===== src/rtl/sd_dac_out.sv =====
// Multi-channel audio DAC output stage: frame FIFO, sample-rate pop, 1st-order sigma-delta per channel.
// Latency: frame reaches cur at the first sample_tick after push; dac_out follows one clk later.
// Backpressure: in_ready drops when the FIFO holds FIFO_DEPTH frames; underrun pulses on an empty-FIFO tick.
// Optional simulation logging: define DAC_LOG_EN.
module sd_dac_out #(
    parameter int WIDTH      = 4,
    parameter int CHANNELS   = 2,
    parameter int SAMPLE_DIV = 128,
    parameter int FIFO_DEPTH = 4
) (
    input  logic                          clk,
    input  logic                          rst_n,
    input  logic [CHANNELS*WIDTH-1:0]     in_data,
    input  logic                          in_valid,
    output logic                          in_ready,
    output logic [$clog2(FIFO_DEPTH):0]   fifo_level,
    output logic                          sample_tick,
    output logic                          underrun,
    output logic [CHANNELS-1:0]           dac_out
);
    localparam int DW = (SAMPLE_DIV > 2) ? $clog2(SAMPLE_DIV) : 1;
    localparam int AW = $clog2(FIFO_DEPTH);
    localparam int LW = AW + 1;
    localparam int FW = CHANNELS * WIDTH;

    logic [DW-1:0]  div;
    logic [FW-1:0]  mem [FIFO_DEPTH];
    logic [AW-1:0]  wr_ptr;
    logic [AW-1:0]  rd_ptr;
    logic [FW-1:0]  cur;
    // Only the low WIDTH bits of each accumulator persist; the carry is held in dac_out.
    logic [WIDTH-1:0] acc [CHANNELS];
    logic [WIDTH:0]   sum [CHANNELS];
    logic           push;
    logic           pop;

    assign in_ready = (fifo_level < LW'(FIFO_DEPTH));
    assign push     = in_valid & in_ready;
    assign pop      = sample_tick & (fifo_level != '0);
    // An empty FIFO at the tick leaves cur holding the previous frame.
    assign underrun = sample_tick & (fifo_level == '0);

    // Sample-period divider; tick is registered so it lands the cycle after the terminal count.
    always_ff @(posedge clk or negedge rst_n) begin
        if (!rst_n) begin
            div         <= '0;
            sample_tick <= 1'b0;
        end else begin
            sample_tick <= (div == DW'(SAMPLE_DIV - 1));
            if (div == DW'(SAMPLE_DIV - 1))
                div <= '0;
            else
                div <= div + 1'b1;
        end
    end

    // Frame storage; contents are don't-care until written, so no reset.
    always_ff @(posedge clk) begin
        if (push)
            mem[wr_ptr] <= in_data;
    end

    // FIFO pointers and occupancy; power-of-two depth lets pointers wrap naturally.
    always_ff @(posedge clk or negedge rst_n) begin
        if (!rst_n) begin
            wr_ptr     <= '0;
            rd_ptr     <= '0;
            fifo_level <= '0;
        end else begin
            if (push)
                wr_ptr <= wr_ptr + 1'b1;
            if (pop)
                rd_ptr <= rd_ptr + 1'b1;
            case ({push, pop})
                2'b10:   fifo_level <= fifo_level + 1'b1;
                2'b01:   fifo_level <= fifo_level - 1'b1;
                default: fifo_level <= fifo_level;
            endcase
        end
    end

    // Current frame: loaded from the FIFO head on a tick, otherwise held.
    always_ff @(posedge clk or negedge rst_n) begin
        if (!rst_n)
            cur <= '0;
        else if (pop)
            cur <= mem[rd_ptr];
    end

    // Per-channel accumulator sum; the carry out is the 1-bit modulator output.
    always_comb begin
        for (int c = 0; c < CHANNELS; c++)
            sum[c] = {1'b0, acc[c]} + {1'b0, cur[c*WIDTH +: WIDTH]};
    end

    // Sigma-delta state update, every clk.
    always_ff @(posedge clk or negedge rst_n) begin
        if (!rst_n) begin
            for (int c = 0; c < CHANNELS; c++)
                acc[c] <= '0;
            dac_out <= '0;
        end else begin
            for (int c = 0; c < CHANNELS; c++) begin
                acc[c]     <= sum[c][WIDTH-1:0];
                dac_out[c] <= sum[c][WIDTH];
            end
        end
    end

`ifdef DAC_LOG_EN
    function automatic string cur_str();
        string s;
        s = "";
        for (int c = 0; c < CHANNELS; c++)
            s = {s, $sformatf(" %0d", cur[c*WIDTH +: WIDTH])};
        return s;
    endfunction

    initial $display("%0d %0d %0d", WIDTH, CHANNELS, SAMPLE_DIV);

    // Tick log: $strobe defers evaluation so cur shows the post-pop frame.
    always @(posedge clk) begin
        if (rst_n && sample_tick) begin
            if (underrun)
                $display("%0t UNDERRUN", $time);
            $strobe("%0t%s", $time, cur_str());
        end
    end
`endif

endmodule


===== config.mk =====
export PLATFORM = sky130hd
export DESIGN_NAME = sd_dac_out
export DESIGN_NICKNAME = d
export VERILOG_FILES = /design/src/rtl/sd_dac_out.sv
export SDC_FILE = /design/constraint.sdc
export NUM_CORES = 1
export LEC_CHECK = 0
export ABC_AREA = 1
export CORE_ASPECT_RATIO = 0.8
export CORE_MARGIN = 5
export CORE_UTILIZATION = 30
export CTS_CLUSTER_SIZE = 8
export DETAILED_ROUTE_END_ITERATION = 8
export HOLD_SLACK_MARGIN = 0.15
export PLACE_DENSITY = 0.45
export SYNTH_ARGS = -nofsm -noshare
export SYNTH_HDL_FRONTEND = slang
export SYNTH_SLANG_ARGS = --single-unit

===== constraint.sdc =====
create_clock -name clk -period 2.05 [get_ports clk]
set_clock_uncertainty 0.05 [all_clocks]
set_input_delay 0.205 -clock clk [delete_from_list [all_inputs] [get_ports clk]]
set_output_delay 0.205 -clock clk [all_outputs]
set_load 0.05 [all_outputs]

# Word-level counts from Yosys, hierarchy flattened
# Memories as Yosys holds them, arrays and structs flattened. A register that Yosys moved wholly into a read port is not among the register bits.
# Cells that the tools add are included.
totals:
  mem_count: 1
  out_inout_bits: 8
  in_bits: 11
  register_bits: 25
  ramBits: 32
  wordCells: 31
op_classes:
  n_reduce_logical: 4
  n_mux: 4
  order_cmp: 1
  n_eq_ne: 3
  add_sub_neg: 7
  n_bitwise: 3
memory_table:
  columns: ["memory", "depth", "word_bits", "read_ports", "rd_ports_with_merged_regs", "wr", "line", "rtl"]
  rows:
  - ["mem", 4, 8, 1, 1, 1, "27", "logic [FW-1:0] mem [FIFO_DEPTH];"]
ops:
  columns: ["operator", "n"]
  rows:
  - ["4-bit by 4-bit adder with 5-bit output", 2]
  - ["7-bit by 1-bit adder with 7-bit output, second input constant", 1]
  - ["7-bit equality test, second input constant", 1]
  - ["7-bit 2-to-1 mux", 1]
  - ["3-bit case mux with 2 select lines", 1]
  - ["2-bit by 1-bit adder with 2-bit output, second input constant", 2]
  - ["3-bit by 1-bit adder with 3-bit output, second input constant", 1]
  - ["1-bit AND", 3]
  - ["3-bit logical NOT", 1]
  - ["3-bit < comparator, second input constant", 1]
  - ["3-bit nonzero test", 1]
  - ["3-bit by 1-bit subtractor with 3-bit output, second input constant", 1]
  - ["2-bit by 1-bit equality test with 1-bit output, second input constant", 1]
  - ["2-bit equality test, second input constant", 1]
  - ["1-bit 2-to-1 mux", 2]
  - ["2-bit nonzero test", 1]
  - ["1-bit logical NOT", 1]

# Longest topological paths before layout
depth:
  ltp_word: 4
  ltp_mapped: 11
  mapped_depth_nobuf: 11

# Worst setup path after synthesis
# OpenSTA, ideal clock, no wires.
synth_path:
  kind: "register -> register"
  start: "register fifo_level[2]"
  end: "register fifo_level[2]"
  path_slack_ns: -0.283
  arrival_time_ns: 2.149
  required_ns: 1.866
  setup_ns: 0.134
  path_buffers: 0
  stages_incl_launch_ff: 11
  period_less_slack_ns: 2.333
  cell_sequence: "dfrtp_1 -> inv_2 -> nand3_2 -> nand2_2 -> bufinv_8 -> ha_1 -> inv_1 -> fa_1 -> nand2_1 -> nand3_1 -> xor2_1"
synth_between:
  elab_chain_cells: 4
  word_cells_on_any_way: 10
  cone_classes: "2 x add/sub; 1 x order compare; 2 x eq/ne; 1 x mux; 2 x bitwise; 2 x reduce/logical"
synth_rtl:
  columns: ["item", "line", "rtl"]
  rows:
  - ["from (decl)", "16", "output logic [$clog2(FIFO_DEPTH):0] fifo_level,"]
  - ["from (signal assigned)", "75", "2'b10: fifo_level <= fifo_level + 1'b1;"]
  - ["from (signal assigned)", "76", "2'b01: fifo_level <= fifo_level - 1'b1;"]
  - ["from (signal assigned)", "77", "default: fifo_level <= fifo_level;"]
  - ["3-bit < comparator (*)", "37", "assign in_ready = (fifo_level < LW'(FIFO_DEPTH));"]
  - ["net in_ready", "15", "output logic in_ready,"]
  - ["1-bit AND (*)", "38", "assign push = in_valid & in_ready;"]
  - ["2-bit by 1-bit equality test with 1-bit output or 2-bit equality test (tied branches)", "74", "case ({push, pop})"]
  - ["3-bit case mux with 2 select lines or 2-bit nonzero test (tied branches)", null, null]
# Mark *: on every way through the listed nets, which the timed path passes. The rest lies on a longest branch.
# A chain may end at the register's enable or synchronous reset.

# Final worst setup path
layout_path:
  start: "register fifo_level[2]"
  end: "output port in_ready"
layout_between:
  elab_chain_cells: 1
layout_rtl:
  columns: ["item", "line"]
  rows:
  - ["3-bit < comparator", "37"]
  - ["to (decl)", "15"]
# Every way passes these cells.

==> flow_summary_export.csv <==
group,metric,value,unit
finish,design_area,3600,um2
timing,worst_pin_slew,0.558,ns
outcome,status,"finished, final reports clean",
die,io_pins,19,
run,maxCapViolations,0,
setup_path,crit_path_end_kind,"primary output",
grt,grt_pass1_wl,9130,um
placement,place.gp.congestion,0.734,
hold_path,hold_class,"in2async",
grt,gr-max-usage-layer,"met2",
cts,clk_latency,0.32,ns
setup_path,cp-start-kind,"flip-flop",
setup_path,cp_slowest_stage_delay,0.80,ns
detailed_routing,firstDrtPassIters,4,
setup_path,reg2reg_slack,0.25,ns
die,die_w,121,um
finish,drive_above_1_share,13.4,%
cts,tritoncts,"built",
logic_synthesis,postSynthCellCount,282,
logic_synthesis,synth.distinct_cells,23,
cts,cts.sinks,65,
setup_path,crit_path_top_delay_cell,"clkdlybuf4s50_1",
cts,cts_resized,0,
logic_synthesis,synth_common_cells,"nand2_1 (71), inv_1 (49), dfrtp_1 (33)",
grt,antenna_found_initial,0,
logic_synthesis,syn-num-nets,310,
logic_synthesis,yosysMostFrequentCell,"nand2_1",
pwr,power.density,771,nW/um2
timing,setup_violations,0,
pwr,p_sw,530,uW
pwr,p_clk_share,49.1,%
cts,clock-root-buffer,"clkbuf_16",
timing,rsz0062_at_grt,"false",
timing,fin_crit,1.87,ns
timing,period_share,91.4,%
detailed_routing,routed-via-count,1799,
detailed_routing,routed_wl,5360,um
cts,clk_pin_slew,0.05,ns
timing,fmax,0.534,GHz
logic_synthesis,ys_seq_area_share,60.2,%
grt,grt_max_degree,24,
setup_path,r2r-start,"fifo_level[1]",
logic_synthesis,yosys_register_bits,65,
detailed_routing,drtIter0Drc,124,
die,die_area,12000,um2
setup_path,rr_endpoint,"fifo_level[2]",
timing,hold_violations,0,
timing,tns,0,ns
pwr,p_leak,0.00175,uW
pwr,peakVddDrop,353,uV
grt,grtUsageMet3,3.67,%
detailed_routing,post-route-drc-count,0,
finish,num-nets-final,344,
grt,grt_use_met1,13.6,%
pwr,p_seq_share,49.5,%
detailed_routing,ant_nets,0,
die,rows,32,
die,core_area,9650,um2
grt,met2_usage,14.1,%
cts,numCtsBuffers,9,
setup_path,r2r.worst_path.cells,10,
grt,grt_overflow,0,
setup_path,cp.buffers_inverters,2,
setup_path,crit_required,1.79,ns
logic_synthesis,syn_area,2970,um2
pwr,intPower,2240,uW
detailed_routing,wl_per_cell,11.7,um
logic_synthesis,avgSynthCellArea,10.5,um2
placement,dp_hpwl,3600,um
timing,max_slew_margin,62.8,%
setup_path,cp.arrival,1.62,ns
detailed_routing,viasPerCell,3.94,
setup_path,crit_type,"reg2out",
setup_path,cp_cell_sequence,"inv_6 -> clkdlybuf4s50_1",
cts,postCtsSetupBuffers,0,
logic_synthesis,synth_edf_count,32,
setup_path,cp_max_fo,4,
placement,placed_area,3330,um2
logic_synthesis,synth.largest_area_cell,"edfxtp_1",
setup_path,critical-path-top-delay-family,"buffers and inverters",
logic_synthesis,ys.flop_type,"dfrtp_1",
die,start_util,30.8,%
cts,h-tree-depth,3,
finish,diodes,0,
grt,grt_use_total,10.0,%
finish,area_delta_synth_final,21.3,%
grt,grt_pass1_vias,1825,
pwr,p_comb_share,1.5,%
logic_synthesis,synthTopCellsByArea,"edfxtp_1 (32%), dfrtp_1 (28%), nand2_1 (9.0%), inv_1 (6.2%), ha_1 (5.9%)",
cts,clockBufferDepth,2,
timing,drv_slew,0,
logic_synthesis,synth_top_area_share,32.4,%
logic_synthesis,async_flop_share,50.8,%
logic_synthesis,yosys_warnings,0,
pwr,swShare,19.1,%
die,die_h,99.0,um
placement,port_buffers,18,
## logic make-up after synthesis
logic type	count (synthesis)	synth area share, %
buffers and inverters	60	9.36
AND/OR/NAND/NOR	119	17.5
XOR/XNOR	10	2.95
adder cells (fa/ha/maj)	17	7.93
AO/OA/AOI/OAI	11	2.11
flip-flops	65	60.2
## worst reg2reg max path, stage by stage (launching register included)
cell,delay (ns)
dfrtp_2,0.37
inv_1,0.08
nand3_2,0.08
nand2_2,0.10
inv_8,0.09
ha_1,0.16
inv_1,0.06
fa_1,0.38
nand2_1,0.08
nand3_1,0.08
xor2_1,0.14
## layout by cell type, fill, tap and decap left out, drive strengths merged
| master | Yosys | routed |
|---|---|---|
| clkdlybuf4s50 | 0 | 16 |
| edfxtp | 32 | 32 |
| o21bai | 3 | 3 |
| ha | 14 | 14 |
| clkbuf | 0 | 16 |
| dfrtp | 33 | 33 |
| fa | 3 | 3 |
| nor2 | 13 | 13 |
| inv | 54 | 55 |
| o21ai | 2 | 2 |
| buf | 5 | 11 |
| dlygate4sd3 | 0 | 1 |
| nand3 | 24 | 24 |
| a21oi | 6 | 6 |
| xor2 | 7 | 7 |
| nor3 | 1 | 1 |
| xnor2 | 3 | 3 |
| nand2 | 81 | 81 |
## state kept, by name, indices dropped and copies added (netlist names)
name         cells
mem             32
acc              8
cur              8
div              7
fifo_level       3
dac_out          2
rd_ptr           2
wr_ptr           2
sample_tick      1
## how the worst max path moves through the flow
stage                              from  cells past startpoint  slack [ns]       endpoint
after global routing      fifo_level[1]                     10        0.12  fifo_level[2]
final                     fifo_level[2]                      2        0.18       in_ready
after floorplan           fifo_level[2]                     10        0.05  fifo_level[2]
after CTS                 fifo_level[2]                      2        0.16       in_ready
after global placement         in_valid                      8        0.29  fifo_level[2]
after detailed placement  fifo_level[1]                     10        0.25  fifo_level[2]
## power by group through the flow
stage                     registers [uW]  clock network (uW)  logic (uW)
after global placement              1400                   0        41.2
after floorplan                     1400                   0    0.000802
after detailed placement            1400                   0        40.6
after global routing                1370                1450        45.9
after CTS                           1370                1400        42.3
final                               1370                1360        40.4
## cell type report
class	count	area [um2]
fill	932	6050
sequential	65	1790
multi-input combinational	157	903
clock buffer	16	262
timing repair buffer	28	250
inverter	55	224
tap	136	170
## through the flow
stage / cells / hold slack (ns) / util [%] / worst slack [ns] / power, uW
floorplan: 282 / -0.141 / - / 0.0526 / 1400
global placement: 440 / 0.199 / 34.5 / 0.288 / 1440
detailed placement: 440 / 0.182 / 34.5 / 0.249 / 1440
CTS: 457 / 0.372 / 37.3 / 0.156 / 2820
global route: 457 / 0.402 / 37.3 / 0.124 / 2870
finish: 457 / 0.363 / 37.3 / 0.177 / 2770
## what timing repair did
item,CTS,global route
endpoints found under the hold margin,22,0
endpoints found under the setup margin,0,0
hold buffers,1,0
## layer usage
layer,share of wire [%],vias to the layer above
li1,-,948
met1,51,819
met3,4.4,9
met4,1.4,0
met2,43,23
met5,0,-
(Power assumes the default switching activity.)
